$ cat config.mk
export PLATFORM = sky130hd
export DESIGN_NAME = mem_port_arbiter
export DESIGN_NICKNAME = d
export VERILOG_FILES = /design/src/rtl/mem_port_arbiter.sv
export SDC_FILE = /design/constraint.sdc
export NUM_CORES = 1
export LEC_CHECK = 0
export CORE_UTILIZATION = 39
export CTS_BUF_LIST = sky130_fd_sc_hd__clkbuf_8
export DETAILED_ROUTE_END_ITERATION = 8
export PLACE_DENSITY = 0.78
export SYNTH_ARGS = -nofsm -noshare
export SYNTH_HDL_FRONTEND = slang
export SYNTH_SLANG_ARGS = --single-unit
$ cat constraint.sdc
create_clock -name clk_i -period 1.8 [get_ports clk_i]
set_input_delay 0.54 -clock clk_i [delete_from_list [all_inputs] [get_ports clk_i]]
set_output_delay 0.54 -clock clk_i [all_outputs]
set_load 0.01 [all_outputs]
$ cat src/rtl/mem_port_arbiter.sv
// mem_port_arbiter
// Shares one single-ported, variable-latency memory between the instruction
// fetch stage (read-only) and the load/store stage of the pipeline.
// Requests are serialised through a small FSM; the memory command is
// registered at grant time and held until the memory acknowledges.
// Read data is registered and returned with a one-cycle ready pulse.
// Data requests win by default. A starvation counter forces a fetch grant
// after STARVE_MAX consecutive data grants made while a fetch was waiting.
//
// Ports
//   clk_i, rst_i             clock (rising edge), async active-low reset
//   if_req_i/if_addr_i       fetch request and address
//   if_rdata_o/if_ready_o    fetched word and its completion pulse
//   d_req_i/d_we_i/d_addr_i  data request, store flag, and address
//   d_wdata_i                store data
//   d_rdata_o/d_ready_o      load data and its completion pulse
//   mem_req_o/mem_we_o       memory command valid and write enable
//   mem_addr_o/mem_wdata_o   memory command address and write data
//   mem_rdata_i/mem_ack_i    memory read data and one-cycle completion
//   stall_o                  pipeline stall while any requester waits
//   busy_o                   a transaction is in flight
module mem_port_arbiter #(
  parameter int ADDR_W     = 32,
  parameter int DATA_W     = 32,
  parameter int STARVE_MAX = 4
) (
  input  logic              clk_i,
  input  logic              rst_i,
  input  logic              if_req_i,
  input  logic [ADDR_W-1:0] if_addr_i,
  output logic [DATA_W-1:0] if_rdata_o,
  output logic              if_ready_o,
  input  logic              d_req_i,
  input  logic              d_we_i,
  input  logic [ADDR_W-1:0] d_addr_i,
  input  logic [DATA_W-1:0] d_wdata_i,
  output logic [DATA_W-1:0] d_rdata_o,
  output logic              d_ready_o,
  output logic              mem_req_o,
  output logic              mem_we_o,
  output logic [ADDR_W-1:0] mem_addr_o,
  output logic [DATA_W-1:0] mem_wdata_o,
  input  logic [DATA_W-1:0] mem_rdata_i,
  input  logic              mem_ack_i,
  output logic              stall_o,
  output logic              busy_o
);

  typedef enum logic [2:0] {
    IDLE    = 3'd0,
    BUSY_IF = 3'd1,
    BUSY_D  = 3'd2,
    DONE_IF = 3'd3,
    DONE_D  = 3'd4
  } state_t;

  localparam logic [3:0] STARVE_LIM = 4'(STARVE_MAX);

  state_t     state_r;
  state_t     state_s;
  logic [3:0] starve_cnt_r;
  logic       starve_hit_s;
  logic       grant_if_s;
  logic       grant_d_s;

  assign starve_hit_s = (starve_cnt_r == STARVE_LIM);

  // Next-state and grant decode; requests only matter in IDLE, ack only in BUSY.
  always_comb begin
    state_s    = state_r;
    grant_if_s = 1'b0;
    grant_d_s  = 1'b0;
    case (state_r)
      IDLE: begin
        // Data wins unless a waiting fetch has been passed over STARVE_MAX times.
        if (d_req_i && !(if_req_i && starve_hit_s)) begin
          grant_d_s = 1'b1;
          state_s   = BUSY_D;
        end else if (if_req_i) begin
          grant_if_s = 1'b1;
          state_s    = BUSY_IF;
        end else begin
          state_s = IDLE;
        end
      end
      BUSY_IF: begin
        if (mem_ack_i) begin
          state_s = DONE_IF;
        end else begin
          state_s = BUSY_IF;
        end
      end
      BUSY_D: begin
        if (mem_ack_i) begin
          state_s = DONE_D;
        end else begin
          state_s = BUSY_D;
        end
      end
      DONE_IF: state_s = IDLE;
      DONE_D:  state_s = IDLE;
      default: state_s = IDLE;
    endcase
  end

  // State register.
  always_ff @(posedge clk_i or negedge rst_i) begin
    if (!rst_i) begin
      state_r <= IDLE;
    end else begin
      state_r <= state_s;
    end
  end

  // Starvation counter: counts data grants that bypass a waiting fetch.
  always_ff @(posedge clk_i or negedge rst_i) begin
    if (!rst_i) begin
      starve_cnt_r <= 4'd0;
    end else if (grant_if_s) begin
      starve_cnt_r <= 4'd0;
    end else if (grant_d_s && if_req_i && (starve_cnt_r != 4'hF)) begin
      starve_cnt_r <= starve_cnt_r + 4'd1;
    end else begin
      starve_cnt_r <= starve_cnt_r;
    end
  end

  // Memory command latch; a fetch never writes, so its we/wdata are zeroed.
  always_ff @(posedge clk_i or negedge rst_i) begin
    if (!rst_i) begin
      mem_we_o    <= 1'b0;
      mem_addr_o  <= '0;
      mem_wdata_o <= '0;
    end else if (grant_d_s) begin
      mem_we_o    <= d_we_i;
      mem_addr_o  <= d_addr_i;
      mem_wdata_o <= d_wdata_i;
    end else if (grant_if_s) begin
      mem_we_o    <= 1'b0;
      mem_addr_o  <= if_addr_i;
      mem_wdata_o <= '0;
    end else begin
      mem_we_o    <= mem_we_o;
      mem_addr_o  <= mem_addr_o;
      mem_wdata_o <= mem_wdata_o;
    end
  end

  // Registered status/handshake outputs, decoded from the next state.
  always_ff @(posedge clk_i or negedge rst_i) begin
    if (!rst_i) begin
      mem_req_o  <= 1'b0;
      if_ready_o <= 1'b0;
      d_ready_o  <= 1'b0;
      busy_o     <= 1'b0;
    end else begin
      mem_req_o  <= (state_s == BUSY_IF) || (state_s == BUSY_D);
      if_ready_o <= (state_s == DONE_IF);
      d_ready_o  <= (state_s == DONE_D);
      busy_o     <= (state_s != IDLE);
    end
  end

  // Read-data capture; values persist between transactions, stores leave d_rdata alone.
  always_ff @(posedge clk_i or negedge rst_i) begin
    if (!rst_i) begin
      if_rdata_o <= '0;
      d_rdata_o  <= '0;
    end else begin
      if ((state_r == BUSY_IF) && mem_ack_i) begin
        if_rdata_o <= mem_rdata_i;
      end else begin
        if_rdata_o <= if_rdata_o;
      end
      if ((state_r == BUSY_D) && mem_ack_i && !mem_we_o) begin
        d_rdata_o <= mem_rdata_i;
      end else begin
        d_rdata_o <= d_rdata_o;
      end
    end
  end

  // Stall while any requester is still waiting for its ready pulse.
  assign stall_o = (if_req_i & ~if_ready_o) | (d_req_i & ~d_ready_o);

endmodule

==> metrics <==
outcome=finished clean; Starting DRT DRC Count=232; largest net degree at the start of global routing=42; cell at the slowest stage of the critical path=clkdlybuf4s50_1; Worst EP arrival=2.07 ns; M1 GR Usage=0.2364; DRC Markers=0; Seq/Total Area, Yosys=0.5802; Die W=~130 microns; Core Rows=45; PD cells=approximately 1600 nW/um^2; Post-Syn Instances=417; Setup Crit Path Kind=input port to register; Clock Skew=0.007665 ns; minimum clock period=1.742 ns; Die Y=126.4 microns; Syn-to-layout area delta=55.08%; WL/cell=17.74 microns; final setup fails=0; CP required=2.13 ns; Max-slew headroom=0.7183; met2 usage=0.3503; Syn Area/Cell=14.48 sq um; Syn. warnings=0; Slew @ Worst Pin=0.4225 ns; first-pass GRT wire length=25190 microns; CP delay by family, top=buffers and inverters; commonest non-fill, non-tap cell in the layout=dfrtp_1; GPL Wtd Cong=0.7321; die area=15980 sq um; worst min-delay path category=register to register; DP HPWL=11210 microns; Clock Latency Late Sink=0.45 ns; fmax=around 570 MHz; cell area after synthesis=6038 sq um; Cell Count, Final, Fillers Out=901; Max-Cap Viols=0; gr usage total=0.2036; PortBufs=267; Layout Nets=835; WP buf/inv=3; met3 Track Usage GR=0.05905; Ports=268; CTS Root Cell=clkbuf_8; CTS Buffer Depth=2; CTS tree=done; proportion of layout cells with a drive suffix above 1=0.2500; worst vdd ir=0.0006122 V; hold slack=0.4965 ns; Vias=about 4700; crit start category=input port; detailed-route vias per instance=5.169; placed instance count=860; Post-Route WL=15980 microns; Crit Path Max Fanout=33; CTS clock-pin slew for the worst setup and hold paths=roughly 0.070 ns; crit-path cells=clkdlybuf4s50_1 > buf_4 > nor4b_4 > buf_12 > mux2_2; CP max stage delay=just under 0.5 ns; RSZ-0062 raised after global routing=no; antenna viol nets, final=0; Hold Vio Cnt, Final=0; Syn Nets=553; synthesis-stage register bit count=140; 1st-pass router iterations=4; grt total ovfl=0; vias in the first global route=4865; final slew viol count=0; post-route setup TNS=0 ns; initial antenna violation count=1; grt peak-use layer=met2; # clock sinks=140; most frequent cells in the layout=138 x dfrtp_1, 135 x dlygate4sd2_1, 130 x clkdlybuf4s50_1; total CTS buffers=17; CP Capture Type=register; Finished Core Util=0.6183; post-synthesis cell type count=41; H-tree levels=4; Starting Density=0.3987; P_leak=4.150 nW; core area=15150 sq um; final worst-path cycle share=0.9676
per-stage QoR:
stage                     total power [mW]  worst slack, ns  cell area [sq um]
after floorplan                      9.395           0.1464               6038
after global placement               13.33          -0.5951               9040
after detailed placement             13.59          -0.5743               9040
after CTS                            15.16         0.001045               9284
after global routing                 16.11         0.005391               9364
final                                15.19          0.05828               9364
sequential cells by signal, summed over array words and instances (netlist names):
register	count
busy_o	1
d_ready_o	1
if_rdata_o	32
mem_req_o	1
mem_addr_o	32
starve_cnt_r	4
mem_wdata_o	32
mem_we_o	1
if_ready_o	1
state_r	3
d_rdata_o	32
worst paths after layout:
path                            cells after the start  slack, ns            start         endpoint
min in group asynchronous                           2       0.58            rst_i    if_rdata_o[5]
worst min-delay path                                1       0.50  mem_wdata_o[31]  mem_wdata_o[31]
worst max register to register                      7       0.08       state_r[0]   mem_addr_o[14]
worst max-delay path                                5       0.06        mem_ack_i   if_rdata_o[22]
worst min register to register                      1       0.50  mem_wdata_o[31]  mem_wdata_o[31]
max in group asynchronous                           3       0.66            rst_i       state_r[0]
final cells by class:
| cell class | instances | area [sq um] |
|---|---|---|
| well taps | 188 | 235.2 |
| flip-flops and latches | 140 | 3506 |
| diodes | 1 | 2.502 |
| inverters | 5 | 18.77 |
| fillers | 1227 | 5782 |
| repair buffers | 302 | 2908 |
| multi-input cells | 233 | 2293 |
| clock inverters | 13 | 138.9 |
| clock buffers | 19 | 261.5 |
cells in the mapped netlist (all sizes together):
| cell type | instances | area, sq um |
|---|---|---|
| nand4b | 33 | 289.0 |
| o22ai | 1 | 6.260 |
| nor2 | 1 | 3.750 |
| mux2 | 65 | 807.0 |
| buf | 31 | 217.7 |
| ha | 2 | 25.02 |
| a21boi | 1 | 11.26 |
| dfrtp | 140 | 3503 |
| a41oi | 1 | 8.760 |
| a22o | 34 | 297.8 |
| o221a | 32 | 360.4 |
| xor2 | 1 | 8.760 |
| nor4b | 2 | 47.55 |
| nor4 | 1 | 6.260 |
| or2b | 4 | 30.03 |
| nor4bb | 2 | 35.03 |
| or3 | 1 | 6.260 |
| a21bo | 1 | 10.01 |
| and3 | 1 | 6.260 |
| a211oi | 3 | 22.52 |
| nand3 | 2 | 10.01 |
| and2b | 1 | 7.510 |
| o21ai | 3 | 15.01 |
| nor3 | 2 | 15.01 |
| o211ai | 2 | 15.01 |
| clkbuf | 8 | 30.03 |
| and4 | 1 | 8.760 |
| nor2b | 1 | 6.260 |
| nand2b | 29 | 181.4 |
| nand2 | 2 | 7.510 |
| a21oi | 4 | 20.02 |
| inv | 5 | 18.76 |
logic make-up after synthesis:
logic type                 after synthesis  share of synthesized area
DFF                                    140                     0.5802
muxes                                   65                     0.1337
buffers and inverters                   44                    0.04414
xor gates and xnor gates                 1                   0.001451
adders and majority gates                2                   0.004144
and+or+nand+nor                         83                     0.1094
AOI/OAI and AO/OA                       82                     0.1270
report_power, final:
group	switching [mW]	internal, mW
Sequential	0.807	4.64
Clock	1.23	1.31
Combinational	3.13	4.07
Total	5.18	10.0
metal layers:
| layer | part of all wire | up-vias | routed length, microns |
|---|---|---|---|
| met5 | 0 | - | 0 |
| met4 | 0.022 | 0 | 357 |
| met3 | 0.064 | 24 | 1021 |
| met2 | 0.50 | 169 | 8006 |
| met1 | 0.41 | 2320 | 6598 |
| li1 | - | 2144 | - |
repair_timing:
| action | 4_1_cts | 5_1_grt |
|---|---|---|
| hold buffers | 1 | 0 |
| gates cloned | 0 | 1 |
| pin swaps | 2 | 3 |
| setup endpoints to repair | 161 | 84 |
| buffers inserted | 0 | 6 |
| gates resized for setup | 142 | 3 |
| endpoints found under the hold margin | 11 | 0 |
Note: power is estimated with default switching activity, not from simulation.
